**src/rtl/mips_run_ctrl.sv**
```systemverilog
// Run/debug controller for the TOP_MIPS pipeline: program load, flush, continuous or
// single-step run, HALT detection. Define MIPS_WATCHDOG_EN to add a cycle-limit timeout.
module mips_run_ctrl #(
  parameter int DATA_WIDTH = 32,
  parameter int CNT_WIDTH  = 32,
  parameter int WDOG_LIMIT = 1024
) (
  input  logic                  i_clock,
  input  logic                  i_reset,
  input  logic                  i_loading,
  input  logic                  i_load_valid,
  input  logic [DATA_WIDTH-1:0] i_address,
  input  logic [DATA_WIDTH-1:0] i_instruccion,
  input  logic                  i_start,
  input  logic                  i_step_mode,
  input  logic                  i_step,
  input  logic                  i_halt_wb,
  output logic                  o_imem_we,
  output logic [DATA_WIDTH-1:0] o_imem_addr,
  output logic [DATA_WIDTH-1:0] o_imem_data,
  output logic                  o_pipe_en,
  output logic                  o_pipe_flush,
  output logic                  o_finish,
  output logic [2:0]            o_state,
  output logic [CNT_WIDTH-1:0]  o_cycle_count,
  output logic [CNT_WIDTH-1:0]  o_prog_len
);

  typedef enum logic [2:0] {
    S_IDLE   = 3'd0,
    S_LOAD   = 3'd1,
    S_FLUSH  = 3'd2,
    S_RUN    = 3'd3,
    S_STEP   = 3'd4,
    S_HALTED = 3'd5
  } state_t;

  localparam logic [2:0] TIMEOUT_CODE = 3'd6;

  state_t                  state_reg, state_next;
  logic                    pipe_en_reg, pipe_en_next;
  logic                    flush_reg, flush_next;
  logic                    finish_reg, finish_next;
  logic                    step_mode_reg, step_mode_next;
  logic                    wdog_hit_reg, wdog_hit_next;
  logic                    we_reg, we_next;
  logic [DATA_WIDTH-1:0]   addr_reg, addr_next;
  logic [DATA_WIDTH-1:0]   data_reg, data_next;
  logic [CNT_WIDTH-1:0]    count_reg, count_next;
  logic [CNT_WIDTH-1:0]    prog_len_reg, prog_len_next;
  logic                    start_d_reg, step_d_reg;

  logic                    start_edge, step_edge, halt_qual, wdog_expired;
  logic [CNT_WIDTH-1:0]    count_inc, addr_plus1;

  assign start_edge = i_start & ~start_d_reg;
  assign step_edge  = i_step & ~step_d_reg;
  // A HALT seen while the pipeline is frozen is stale and must not retire.
  assign halt_qual  = i_halt_wb & pipe_en_reg;
  assign count_inc  = (pipe_en_reg && (count_reg != '1)) ? count_reg + CNT_WIDTH'(1) : count_reg;
  assign addr_plus1 = CNT_WIDTH'(i_address) + CNT_WIDTH'(1);

`ifdef MIPS_WATCHDOG_EN
  assign wdog_expired = (count_inc >= CNT_WIDTH'(WDOG_LIMIT));
`else
  logic unused_wdog;
  assign wdog_expired = 1'b0;
  assign unused_wdog  = (WDOG_LIMIT == 0);
`endif

  always_comb begin
    state_next     = state_reg;
    pipe_en_next   = 1'b0;
    flush_next     = 1'b0;
    finish_next    = finish_reg;
    step_mode_next = step_mode_reg;
    wdog_hit_next  = wdog_hit_reg;
    we_next        = 1'b0;
    addr_next      = addr_reg;
    data_next      = data_reg;
    count_next     = count_inc;
    prog_len_next  = prog_len_reg;
    case (state_reg)
      S_IDLE, S_HALTED: begin
        if (i_loading) begin
          state_next    = S_LOAD;
          finish_next   = 1'b0;
          prog_len_next = '0;
          wdog_hit_next = 1'b0;
        end else if (start_edge) begin
          state_next     = S_FLUSH;
          flush_next     = 1'b1;
          finish_next    = 1'b0;
          count_next     = '0;
          step_mode_next = i_step_mode;
          wdog_hit_next  = 1'b0;
        end
      end
      S_LOAD: begin
        if (i_load_valid) begin
          we_next   = 1'b1;
          addr_next = i_address;
          data_next = i_instruccion;
          if (addr_plus1 > prog_len_reg) prog_len_next = addr_plus1;
        end
        if (!i_loading) state_next = S_IDLE;
      end
      S_FLUSH: begin
        state_next   = step_mode_reg ? S_STEP : S_RUN;
        pipe_en_next = ~step_mode_reg;
      end
      S_RUN, S_STEP: begin
        if (i_loading) begin
          state_next    = S_LOAD;
          prog_len_next = '0;
          wdog_hit_next = 1'b0;
        end else if (halt_qual) begin
          state_next  = S_HALTED;
          finish_next = 1'b1;
        end else if (wdog_expired) begin
          state_next    = S_HALTED;
          finish_next   = 1'b1;
          wdog_hit_next = 1'b1;
        end else begin
          // Step mode opens the pipeline for exactly one clock per step edge.
          pipe_en_next = (state_reg == S_RUN) ? 1'b1 : step_edge;
        end
      end
      default: state_next = S_IDLE;
    endcase
  end

  always_ff @(posedge i_clock or posedge i_reset) begin
    if (i_reset) begin
      state_reg     <= S_IDLE;
      pipe_en_reg   <= 1'b0;
      flush_reg     <= 1'b0;
      finish_reg    <= 1'b0;
      step_mode_reg <= 1'b0;
      wdog_hit_reg  <= 1'b0;
      we_reg        <= 1'b0;
      addr_reg      <= '0;
      data_reg      <= '0;
      count_reg     <= '0;
      prog_len_reg  <= '0;
      start_d_reg   <= 1'b0;
      step_d_reg    <= 1'b0;
    end else begin
      state_reg     <= state_next;
      pipe_en_reg   <= pipe_en_next;
      flush_reg     <= flush_next;
      finish_reg    <= finish_next;
      step_mode_reg <= step_mode_next;
      wdog_hit_reg  <= wdog_hit_next;
      we_reg        <= we_next;
      addr_reg      <= addr_next;
      data_reg      <= data_next;
      count_reg     <= count_next;
      prog_len_reg  <= prog_len_next;
      start_d_reg   <= i_start;
      step_d_reg    <= i_step;
    end
  end

  assign o_imem_we     = we_reg;
  assign o_imem_addr   = addr_reg;
  assign o_imem_data   = data_reg;
  assign o_pipe_en     = pipe_en_reg;
  assign o_pipe_flush  = flush_reg;
  assign o_finish      = finish_reg;
  assign o_cycle_count = count_reg;
  assign o_prog_len    = prog_len_reg;
  assign o_state       = (state_reg == S_HALTED && wdog_hit_reg) ? TIMEOUT_CODE : state_reg;

endmodule

```
**config.mk**
```make
export PLATFORM = sky130hd
export DESIGN_NAME = mips_run_ctrl
export DESIGN_NICKNAME = d
export VERILOG_FILES = /design/src/rtl/mips_run_ctrl.sv
export SDC_FILE = /design/constraint.sdc
export NUM_CORES = 1
export LEC_CHECK = 0
export ABC_AREA = 1
export CAP_MARGIN = 25
export CELL_PAD_IN_SITES_DETAIL_PLACEMENT = 0
export CELL_PAD_IN_SITES_GLOBAL_PLACEMENT = 1
export CORE_ASPECT_RATIO = 1.1
export CORE_MARGIN = 2
export CORE_UTILIZATION = 35
export CTS_CLUSTER_SIZE = 16
export DETAILED_ROUTE_END_ITERATION = 8
export PLACE_DENSITY_LB_ADDON = 0.08
export SKIP_CTS_REPAIR_TIMING = 1
export SYNTH_ARGS = -nofsm -noshare
export SYNTH_HDL_FRONTEND = slang
export SYNTH_SLANG_ARGS = --single-unit
```
**constraint.sdc**
```tcl
create_clock -name i_clock -period 7.1 [get_ports i_clock]
set_input_delay 1.775 -clock i_clock [delete_from_list [all_inputs] [get_ports i_clock]]
set_output_delay 1.775 -clock i_clock [all_outputs]
set_load 0.02 [all_outputs]
```
==> out/metrics.yaml <==
dp_cells: 1559
gp_congestion: 0.944
slowest_delay_ps: 570
ctsHtreeMaxLevel: 4
max_slew.worst_pin.slew_ps: 858
finalSetupViolCount: 0
wl_per_cell_um: 15.3
grt.total_usage_pct: 20.3
nFillCells: 2345
routed_wirelength_um: 24300
crit_top_cell: "nand2_1"
final_area_mm2: 0.0109
critPathSlowestCell: "clkdlybuf4s50_1"
insertion_delay_ps: 430
grtUsageMet1_pct: 25.5
drt_iter0_drc: 364
crit_chain: "clkdlybuf4s50_1 > nand3_2 > nor2_4 > nand3_2 > nor2_2 > nand2_1 > xor2_1 > inv_2 > ha_1 > nand2_1 > nor2_1 > and2_1 > nand3_1 > nor2_1 > nor2_4 > nand2_2 > nand3_1 > nand2_1"
rows: 58
cts_tree: "done"
layout.nets: 1385
placed_cell_area_mm2: 0.0103
holdPathStages: 2
cp-end-kind: "flip-flop"
ys_seq_area_share_pct: 43.0
dp_hpwl_um: 18000
period_needed_ps: 4850
fmax_ghz: 0.206
critPathLaunchType: "primary input"
yosys-top-cells-area: "dfrtp_1 (43%), nand2_1 (17%), inv_1 (5.3%)"
die_y_um: 163
whs_ps: 475
synth_top_area_cell: "dfrtp_1"
viasPerCell: 4.63
grt_pass1_wl_um: 38400
clk_pin_slew_ps: 60
grt_pass1_vias: 7248
clock_path_buffers: 2
ys_warn_count: 0
start_util_pct: 35.4
cts_buffers: 17
mostFrequentLayoutCells: "nand2_1 (372), clkdlybuf4s50_1 (206), dfrtp_1 (138), inv_1 (113), nor2_1 (103)"
fin_tns_setup_ps: 0
powerDensity_mw_per_mm2: 374
syn_nets: 1184
ys_ff_latch: 138
route.vias.total: 7370
cts_num_sinks: 138
grt-busiest-layer: "met2"
irDropWorstVdd_v: 0.000152
die_w_um: 148
met2_usage_pct: 35.5
yosys.cell_types.count: 40
drtAntennaViolNets: 0
cp.arrival_ps: 5210
rsz0062_at_grt: "false"
relSlewSlack_pct: 42.8
r2r_cells: 11
core_mm2: 0.0227
power_leakage_nw: 5.12
syn_inst: 1078
port_buffers: 206
ios: 207
status: "finished, final reports clean"
timing.final.crit_share_pct: 68.3
final_cells: 1591
grt_antenna_before_repair: 0
area_growth_pct: 36.2
syn-cell-area_mm2: 0.00804
crit_type: "in2reg"
slew_violations: 0
clock-root-buffer: "clkbuf_16"
syn_area_per_cell_um2: 7.45
grtUsageMet3_pct: 4.45
grt_max_degree: 103
maxCapViolations: 0
worst_ep_required_time_ps: 7460
hold_class: "reg2reg"
gr-total-overflow: 0
final_core_util_pct: 48.2
cp_max_fo: 32
hold_violations: 0
synth_top_area_share_pct: 43.0
layout_commonest_cell: "nand2_1"
drive_above_1_share_pct: 7.44
die-area_mm2: 0.0242
drtPass1Iterations: 5
clock_skew_ps: 10.2
drc: 0
antenna_cells: 0
==> power by group <==
group | internal (mW) | switching (mW)
logic | 0.802 | 1.10
registers | 1.08 | 0.215
clock network | 0.527 | 0.370
total | 2.41 | 1.68
==> final timing paths <==
| kind | start | end | slack (ps) |
|---|---|---|---|
| max reg2reg | o_prog_len[31] | o_prog_len[28] | 4840 |
| min | o_imem_data[23] | o_imem_data[23] | 480 |
| max in group asynchronous | i_reset | o_imem_addr[5] | 4420 |
| min reg2reg | o_imem_data[23] | o_imem_data[23] | 480 |
| max | i_address[2] | o_prog_len[28] | 2250 |
| min in group asynchronous | i_reset | o_cycle_count[21] | 1780 |
==> area by class of cell <==
cell class | instances | area (um2) | area share (%)
multi-input combinational | 780 | 3910 | 35.7
sequential | 138 | 3450 | 31.6
clock buffer | 18 | 439 | 4.01
inverter | 129 | 489 | 4.47
clock inverter | 13 | 144 | 1.31
tap | 300 | 375 | 3.43
timing repair buffer | 213 | 2130 | 19.5
==> worst max-delay path: cells and delay by family <==
family                     cells  cell delay (ps)
xor gates and xnor gates       1              250
adders and majority gates      1              300
buffers and inverters          2              660
and+or+nand+nor               14             2220
==> Yosys cell counts (all sizes together) <==
cell type  count
o21a           1
xnor2          6
o311ai         2
a21boi         1
a21oi         25
ha            34
o21bai         1
a21o           2
inv          129
nand3         89
and3           1
nor2         121
clkbuf         5
nor3b          1
xor2          26
nor3          28
nand2        381
dfrtp        138
o31ai          2
and2           3
buf           26
o21ai         40
nor4           4
nand4         10
nand3b         2
==> stage by stage <==
step / power (mW) / setup slack [ps]
2_1_floorplan: 2.37 / 1630
3_3_place_gp: 3.22 / 1750
3_5_place_dp: 3.23 / 1780
4_1_cts: 4.15 / 2220
5_1_grt: 4.38 / 1940
6_report: 4.09 / 2250
==> metal layers <==
metal	vias up	routed length (um)
met3	25	1160
li1	3789	-
met1	3377	10700
met2	179	12100
met4	0	353
met5	-	0
==> logic make-up after synthesis <==
logic type / count (synthesis) / synth area share [%]
flops: 138 / 43.0
xor+xnor: 32 / 3.49
fa+ha+maj: 34 / 5.29
simple gates: 640 / 34.8
buf+inv: 160 / 8.44
compound gates: 74 / 5.06
No activity file was read; power rests on OpenSTA's default activity.
